File: config.mk
export PLATFORM = sky130hd
export DESIGN_NAME = avalon_st_arbiter_flat
export DESIGN_NICKNAME = d
export VERILOG_FILES = /design/src/rtl/avalon_st_arbiter_if.sv /design/src/rtl/avalon_st_arbiter.sv /design/src/flat_wrapper.sv
export SDC_FILE = /design/constraint.sdc
export NUM_CORES = 1
export LEC_CHECK = 0
export CAP_MARGIN = 20
export CORE_AREA = 2 2 161 163
export CTS_CLUSTER_SIZE = 16
export DETAILED_ROUTE_END_ITERATION = 10
export DIE_AREA = 0 0 163 165
export SETUP_SLACK_MARGIN = 0.1
export SYNTH_ARGS = -nofsm -noshare
export SYNTH_HDL_FRONTEND = slang
export SYNTH_SLANG_ARGS = --single-unit
File: constraint.sdc
create_clock -name clk -period 2.45 [get_ports clk]
set_clock_uncertainty 0.15 [all_clocks]
set_input_delay 0.49 -clock clk [delete_from_list [all_inputs] [get_ports clk]]
set_output_delay 0.49 -clock clk [all_outputs]
set_load 0.01 [all_outputs]
File: src/rtl/avalon_st_arbiter_if.sv
// Avalon-ST style stream bundle shared by the arbiter inputs and output.
// The ready field is called rdy; empty counts unused bytes in the final beat.
interface avalon_st_if #(
  parameter int DATA_WIDTH_IN_BYTES = 16
);
  localparam int EMPTY_W = (DATA_WIDTH_IN_BYTES > 1) ? $clog2(DATA_WIDTH_IN_BYTES) : 1;

  logic [8*DATA_WIDTH_IN_BYTES-1:0] data;
  logic [EMPTY_W-1:0]               empty;
  logic                             sop;
  logic                             eop;
  logic                             valid;
  logic                             rdy;

  modport master (output data, empty, sop, eop, valid, input rdy);
  modport slave  (input data, empty, sop, eop, valid, output rdy);
endinterface

File: src/rtl/avalon_st_arbiter.sv
// Two-input packet arbiter: grants a whole packet (sop..eop) to A or B, alternating on ties.
// Non-sop beats arriving while idle are consumed and flagged via drop_a/drop_b.
module avalon_st_arbiter #(
  parameter int DATA_WIDTH_IN_BYTES = 16
) (
  input  logic        clk,
  input  logic        rst,
  avalon_st_if.slave  msg_a,
  avalon_st_if.slave  msg_b,
  avalon_st_if.master arb_msg,
  output logic        grant_a,
  output logic        grant_b,
  output logic        drop_a,
  output logic        drop_b
);

  typedef enum logic [1:0] {
    IDLE    = 2'd0,
    GRANT_A = 2'd1,
    GRANT_B = 2'd2
  } state_t;

  state_t r_state;
  logic   r_last_grant;  // 1'b0 = A granted last, 1'b1 = B granted last
  logic   w_req_a;
  logic   w_req_b;

  assign w_req_a = msg_a.valid & msg_a.sop;
  assign w_req_b = msg_b.valid & msg_b.sop;

  assign grant_a = (r_state == GRANT_A);
  assign grant_b = (r_state == GRANT_B);

  // Packet-level grant state and tie-break history.
  always_ff @(posedge clk or negedge rst) begin
    if (!rst) begin
      r_state      <= IDLE;
      r_last_grant <= 1'b1;
    end else begin
      case (r_state)
        IDLE: begin
          if (w_req_a && (!w_req_b || r_last_grant)) begin
            r_state      <= GRANT_A;
            r_last_grant <= 1'b0;
          end else if (w_req_b) begin
            r_state      <= GRANT_B;
            r_last_grant <= 1'b1;
          end else begin
            r_state <= IDLE;
          end
        end
        GRANT_A: begin
          if (msg_a.valid && msg_a.eop && arb_msg.rdy) r_state <= IDLE;
          else                                         r_state <= GRANT_A;
        end
        GRANT_B: begin
          if (msg_b.valid && msg_b.eop && arb_msg.rdy) r_state <= IDLE;
          else                                         r_state <= GRANT_B;
        end
        default: r_state <= IDLE;
      endcase
    end
  end

  // Datapath mux and handshakes; the idle branch is gated by rst so stray
  // beats are neither accepted nor flagged while reset is held.
  always_comb begin
    arb_msg.valid = 1'b0;
    arb_msg.sop   = 1'b0;
    arb_msg.eop   = 1'b0;
    arb_msg.empty = '0;
    arb_msg.data  = '0;
    msg_a.rdy     = 1'b0;
    msg_b.rdy     = 1'b0;
    drop_a        = 1'b0;
    drop_b        = 1'b0;
    case (r_state)
      IDLE: begin
        drop_a    = rst & msg_a.valid & ~msg_a.sop;
        drop_b    = rst & msg_b.valid & ~msg_b.sop;
        msg_a.rdy = drop_a;
        msg_b.rdy = drop_b;
      end
      GRANT_A: begin
        arb_msg.valid = msg_a.valid;
        arb_msg.sop   = msg_a.sop;
        arb_msg.eop   = msg_a.eop;
        arb_msg.empty = msg_a.empty;
        arb_msg.data  = msg_a.data;
        msg_a.rdy     = arb_msg.rdy;
      end
      GRANT_B: begin
        arb_msg.valid = msg_b.valid;
        arb_msg.sop   = msg_b.sop;
        arb_msg.eop   = msg_b.eop;
        arb_msg.empty = msg_b.empty;
        arb_msg.data  = msg_b.data;
        msg_b.rdy     = arb_msg.rdy;
      end
      default: begin
        arb_msg.valid = 1'b0;
      end
    endcase
  end

endmodule

File: src/flat_wrapper.sv
// flat-port wrapper written by rule: the top's interface ports become plain ports
module avalon_st_arbiter_flat 
#(
  parameter int DATA_WIDTH_IN_BYTES = 16
)
  (clk, rst, grant_a, grant_b, drop_a, drop_b, msg_a_data, msg_a_empty, msg_a_sop, msg_a_eop, msg_a_valid, msg_a_rdy, msg_b_data, msg_b_empty, msg_b_sop, msg_b_eop, msg_b_valid, msg_b_rdy, arb_msg_data, arb_msg_empty, arb_msg_sop, arb_msg_eop, arb_msg_valid, arb_msg_rdy);
  avalon_st_if #(.DATA_WIDTH_IN_BYTES(DATA_WIDTH_IN_BYTES)) msg_a_i ();
  avalon_st_if #(.DATA_WIDTH_IN_BYTES(DATA_WIDTH_IN_BYTES)) msg_b_i ();
  avalon_st_if #(.DATA_WIDTH_IN_BYTES(DATA_WIDTH_IN_BYTES)) arb_msg_i ();
  input  logic clk;
  input  logic rst;
  output logic grant_a;
  output logic grant_b;
  output logic drop_a;
  output logic drop_b;
  input wire logic [$bits(msg_a_i.data)-1:0] msg_a_data;
  input wire logic [$bits(msg_a_i.empty)-1:0] msg_a_empty;
  input wire logic [$bits(msg_a_i.sop)-1:0] msg_a_sop;
  input wire logic [$bits(msg_a_i.eop)-1:0] msg_a_eop;
  input wire logic [$bits(msg_a_i.valid)-1:0] msg_a_valid;
  output wire logic [$bits(msg_a_i.rdy)-1:0] msg_a_rdy;
  input wire logic [$bits(msg_b_i.data)-1:0] msg_b_data;
  input wire logic [$bits(msg_b_i.empty)-1:0] msg_b_empty;
  input wire logic [$bits(msg_b_i.sop)-1:0] msg_b_sop;
  input wire logic [$bits(msg_b_i.eop)-1:0] msg_b_eop;
  input wire logic [$bits(msg_b_i.valid)-1:0] msg_b_valid;
  output wire logic [$bits(msg_b_i.rdy)-1:0] msg_b_rdy;
  output wire logic [$bits(arb_msg_i.data)-1:0] arb_msg_data;
  output wire logic [$bits(arb_msg_i.empty)-1:0] arb_msg_empty;
  output wire logic [$bits(arb_msg_i.sop)-1:0] arb_msg_sop;
  output wire logic [$bits(arb_msg_i.eop)-1:0] arb_msg_eop;
  output wire logic [$bits(arb_msg_i.valid)-1:0] arb_msg_valid;
  input wire logic [$bits(arb_msg_i.rdy)-1:0] arb_msg_rdy;
  assign msg_a_i.data = msg_a_data;
  assign msg_a_i.empty = msg_a_empty;
  assign msg_a_i.sop = msg_a_sop;
  assign msg_a_i.eop = msg_a_eop;
  assign msg_a_i.valid = msg_a_valid;
  assign msg_a_rdy = msg_a_i.rdy;
  assign msg_b_i.data = msg_b_data;
  assign msg_b_i.empty = msg_b_empty;
  assign msg_b_i.sop = msg_b_sop;
  assign msg_b_i.eop = msg_b_eop;
  assign msg_b_i.valid = msg_b_valid;
  assign msg_b_rdy = msg_b_i.rdy;
  assign arb_msg_data = arb_msg_i.data;
  assign arb_msg_empty = arb_msg_i.empty;
  assign arb_msg_sop = arb_msg_i.sop;
  assign arb_msg_eop = arb_msg_i.eop;
  assign arb_msg_valid = arb_msg_i.valid;
  assign arb_msg_i.rdy = arb_msg_rdy;
  avalon_st_arbiter #(.DATA_WIDTH_IN_BYTES(DATA_WIDTH_IN_BYTES)) u_core (.clk(clk), .rst(rst), .msg_a(msg_a_i), .msg_b(msg_b_i), .arb_msg(arb_msg_i), .grant_a(grant_a), .grant_b(grant_b), .drop_a(drop_a), .drop_b(drop_b));
endmodule
==> results.sh <==
export IMPL_status="finished clean"
export IMPL_hold_class="input port to asynchronous set/reset pin"
export IMPL_cts_clk_slew_worst_paths_ns=0.03
export IMPL_core_rowCount=58
export IMPL_path_cells="buf_6 > ha_4 > buf_12 > buf_12 > buf_4 > a22oi_2 > nor2b_1 > buf_2"
export IMPL_cts_num_sinks=3
export IMPL_use_met1_pct=16.8
export IMPL_slew_violations=0
export IMPL_syn2layout_area_growth_pct=219
export IMPL_crit_family="buffers and inverters"
export IMPL_path_buf_inv=5
export IMPL_clock_latency_ns=0.23
export IMPL_post_synth_num_cell_types=20
export IMPL_routed_wirelength_mm=20.8
export IMPL_path_max_fanout=8
export IMPL_worstSetupPathType="flip-flop to output pin"
export IMPL_grt_ovfl_total=0
export IMPL_n_antenna_cell=0
export IMPL_clockBufferDepth=2
export IMPL_place_detailed_hpwl_mm=14.2
export IMPL_placed_area_um2=7200
export IMPL_powerDensity_nw_per_um2=929
export IMPL_vias_per_cell=4.02
export IMPL_ios=414
export IMPL_power_total_mw=7.30
export IMPL_htreeDepth=1
export IMPL_required_ns=1.81
export IMPL_die_width_um=163
export IMPL_worstRegToRegCells=5
export IMPL_grt_usage_pct=13.0
export IMPL_drtIter0Drc=199
export IMPL_power_leakage_nw=3.07
export IMPL_die_area_um2=26900
export IMPL_gp_congestion=0.841
export IMPL_drc=0
export IMPL_fp_coreArea_um2=25000
export IMPL_yosys_register_bits=3
export IMPL_fin_crit_sh_pct=98.5
export IMPL_grt_pass1_wl_mm=26.7
export IMPL_final_cell_mix="271 x clkdlybuf4s50_1, 130 x nor2b_1, 128 x buf_2"
export IMPL_numPortBuffers=413
export IMPL_tightest_slew_ns=0.246
export IMPL_whs_ns=0.0526
export IMPL_dr_pass1_iters=4
export IMPL_r2r_setup_slack_ns=1.00
export IMPL_dp_cells=1089
export IMPL_final_cells=1132
export IMPL_cp_end_kind="output pin"
export IMPL_r2r_end="u_core.r_state[1]$_DFF_PN0_"
export IMPL_use_met2_pct=23.8
export IMPL_syn_cell_area_um2=2470
export IMPL_max_slew_margin_rel_pct=83.6
export IMPL_nNetsFinal=1080
export IMPL_synth_seq_area_share_pct=3.09
export IMPL_antenna_found_initial=0
export IMPL_vias=4548
export IMPL_irDropWorstVdd_mv=0.437
export IMPL_postSynthAreaPerCell_um2=7.17
export IMPL_grt_start_max_net_pins=30
export IMPL_post_route_min_period_ns=2.41
export IMPL_grt_busiest_layer="met2"
export IMPL_start_kind="flip-flop"
export IMPL_hold_buffers=0
export IMPL_max_freq_ghz=0.415
export IMPL_crit_top_cell="buf_12"
export IMPL_syn_inst=344
export IMPL_final_common_cell="clkdlybuf4s50_1"
export IMPL_path_depth=8
export IMPL_setup_violations=0
export IMPL_syn_nets=621
export IMPL_slowest_stage="dfrtp_1"
export IMPL_grt_use_met3_pct=1.63
export IMPL_ys_warn_count=0
export IMPL_hold_violations=0
export IMPL_fin_area_um2=7860
export IMPL_avgRoutedWirePerCell_um=18.4
export IMPL_cts_inserted_buffers=3
export IMPL_r2r_start="u_core.r_state[1]$_DFF_PN0_"
export IMPL_fillers=2676
export IMPL_grt_pass1_vias=4376
export IMPL_cts_tree="yes"
export IMPL_antenna_left=0
export IMPL_cts_root_buf="clkbuf_16"
export IMPL_initial_core_util_pct=9.85
export IMPL_maxCapViolCount=0
export IMPL_arrival_ns=1.77
export IMPL_dieHeight_um=165
export IMPL_fin_tns_setup_ns=0
export IMPL_rsz0062_at_grt="yes"
export IMPL_layout_drive_gt1_share_pct=39.8
export IMPL_crit_path_max_incr_delay_ns=0.39
-- area by class of cell --
| class | instances | area (µm²) | area share, % |
|---|---|---|---|
| well taps | 330 | 413 | 5.25 |
| multi-input cells | 293 | 2500 | 31.8 |
| inverters | 3 | 11.3 | 0.143 |
| flip-flops and latches | 3 | 76.3 | 0.971 |
| repair buffers | 499 | 4780 | 60.8 |
| clock buffers | 4 | 78.8 | 1.00 |
-- sequential cells by signal, indices dropped and copies added, names as in the netlist --
name                 cells
u_core.r_last_grant      1
u_core.r_state           2
-- worst reg2reg max path, delay by kind of cell, from the launching register on --
kind                       cells  cell delay [ns]
AOI/OAI and AO/OA              1             0.14
adders and majority gates      1             0.20
buffers and inverters          2             0.25
DFF                            1             0.39
and+or+nand+nor                1             0.25
-- metal layers --
metal | up-vias | share of wire [%]
li1 | 2205 | -
met1 | 2145 | 42
met2 | 188 | 51
met3 | 10 | 6.0
met4 | 0 | 0.68
met5 | - | 0
-- Yosys cell counts --
library cell	count	area [µm²]
a22oi_1	135	1010
a31oi_1	1	6.26
a32o_1	2	20.0
a41oi_1	1	8.76
and4b_1	2	20.0
buf_2	5	25.0
buf_4	17	128
buf_6	15	169
clkbuf_1	8	30.0
dfrtp_1	2	50.1
dfstp_2	1	26.3
ha_1	4	50.1
inv_1	3	11.3
nand2_1	3	11.3
nand2b_1	2	12.5
nand3_1	3	15.0
nand3b_1	1	7.51
nor2_1	2	7.51
nor2b_1	135	845
o21ai_0	2	10.0
-- kinds of logic (layout without fill, tap and decap cells) --
kind of cell | after synthesis | count (layout) | synth area share, %
DFF | 3 | 3 | 3.10
adders and majority gates | 4 | 4 | 2.03
AOI/OAI and AO/OA | 141 | 141 | 42.9
and+or+nand+nor | 148 | 148 | 37.2
buffers and inverters | 48 | 506 | 14.7
-- where the power goes --
part           internal [mW]  switching [mW]
Combinational           3.87            3.08
Clock                  0.215          0.0484
Sequential            0.0777          0.0173
Total                   4.16            3.14
-- what timing repair did --
| item | CTS | global route |
|---|---|---|
| gates resized for setup | 580 | 101 |
| setup endpoints to repair | 139 | 109 |
| gates cloned | 11 | 9 |
| buffers inserted | 11 | 9 |
| pin swaps | 13 | 16 |
-- stage by stage --
| stage | setup slack (ns) | util (%) |
|---|---|---|
| 2_1_floorplan | 0.528 | - |
| 3_3_place_gp | -0.275 | 28.8 |
| 3_5_place_dp | -0.287 | 28.8 |
| 4_1_cts | -0.0555 | 30.0 |
| 5_1_grt | -0.0129 | 31.4 |
| 6_report | 0.0377 | 31.4 |
-- how the worst max path moves through the flow --
stage	start	end	slack (ns)
3_3_place_gp	rst	msg_b_rdy	-0.28
6_report	u_core.r_state[1]$_DFF_PN0_	arb_msg_data[4]	0.04
4_1_cts	u_core.r_state[1]$_DFF_PN0_	arb_msg_data[16]	-0.06
3_5_place_dp	rst	msg_b_rdy	-0.29
2_1_floorplan	u_core.r_state[0]$_DFF_PN0_	arb_msg_data[117]	0.53
5_1_grt	u_core.r_state[0]$_DFF_PN0_	arb_msg_data[4]	-0.01
Note: power is estimated with default switching activity, not from simulation.
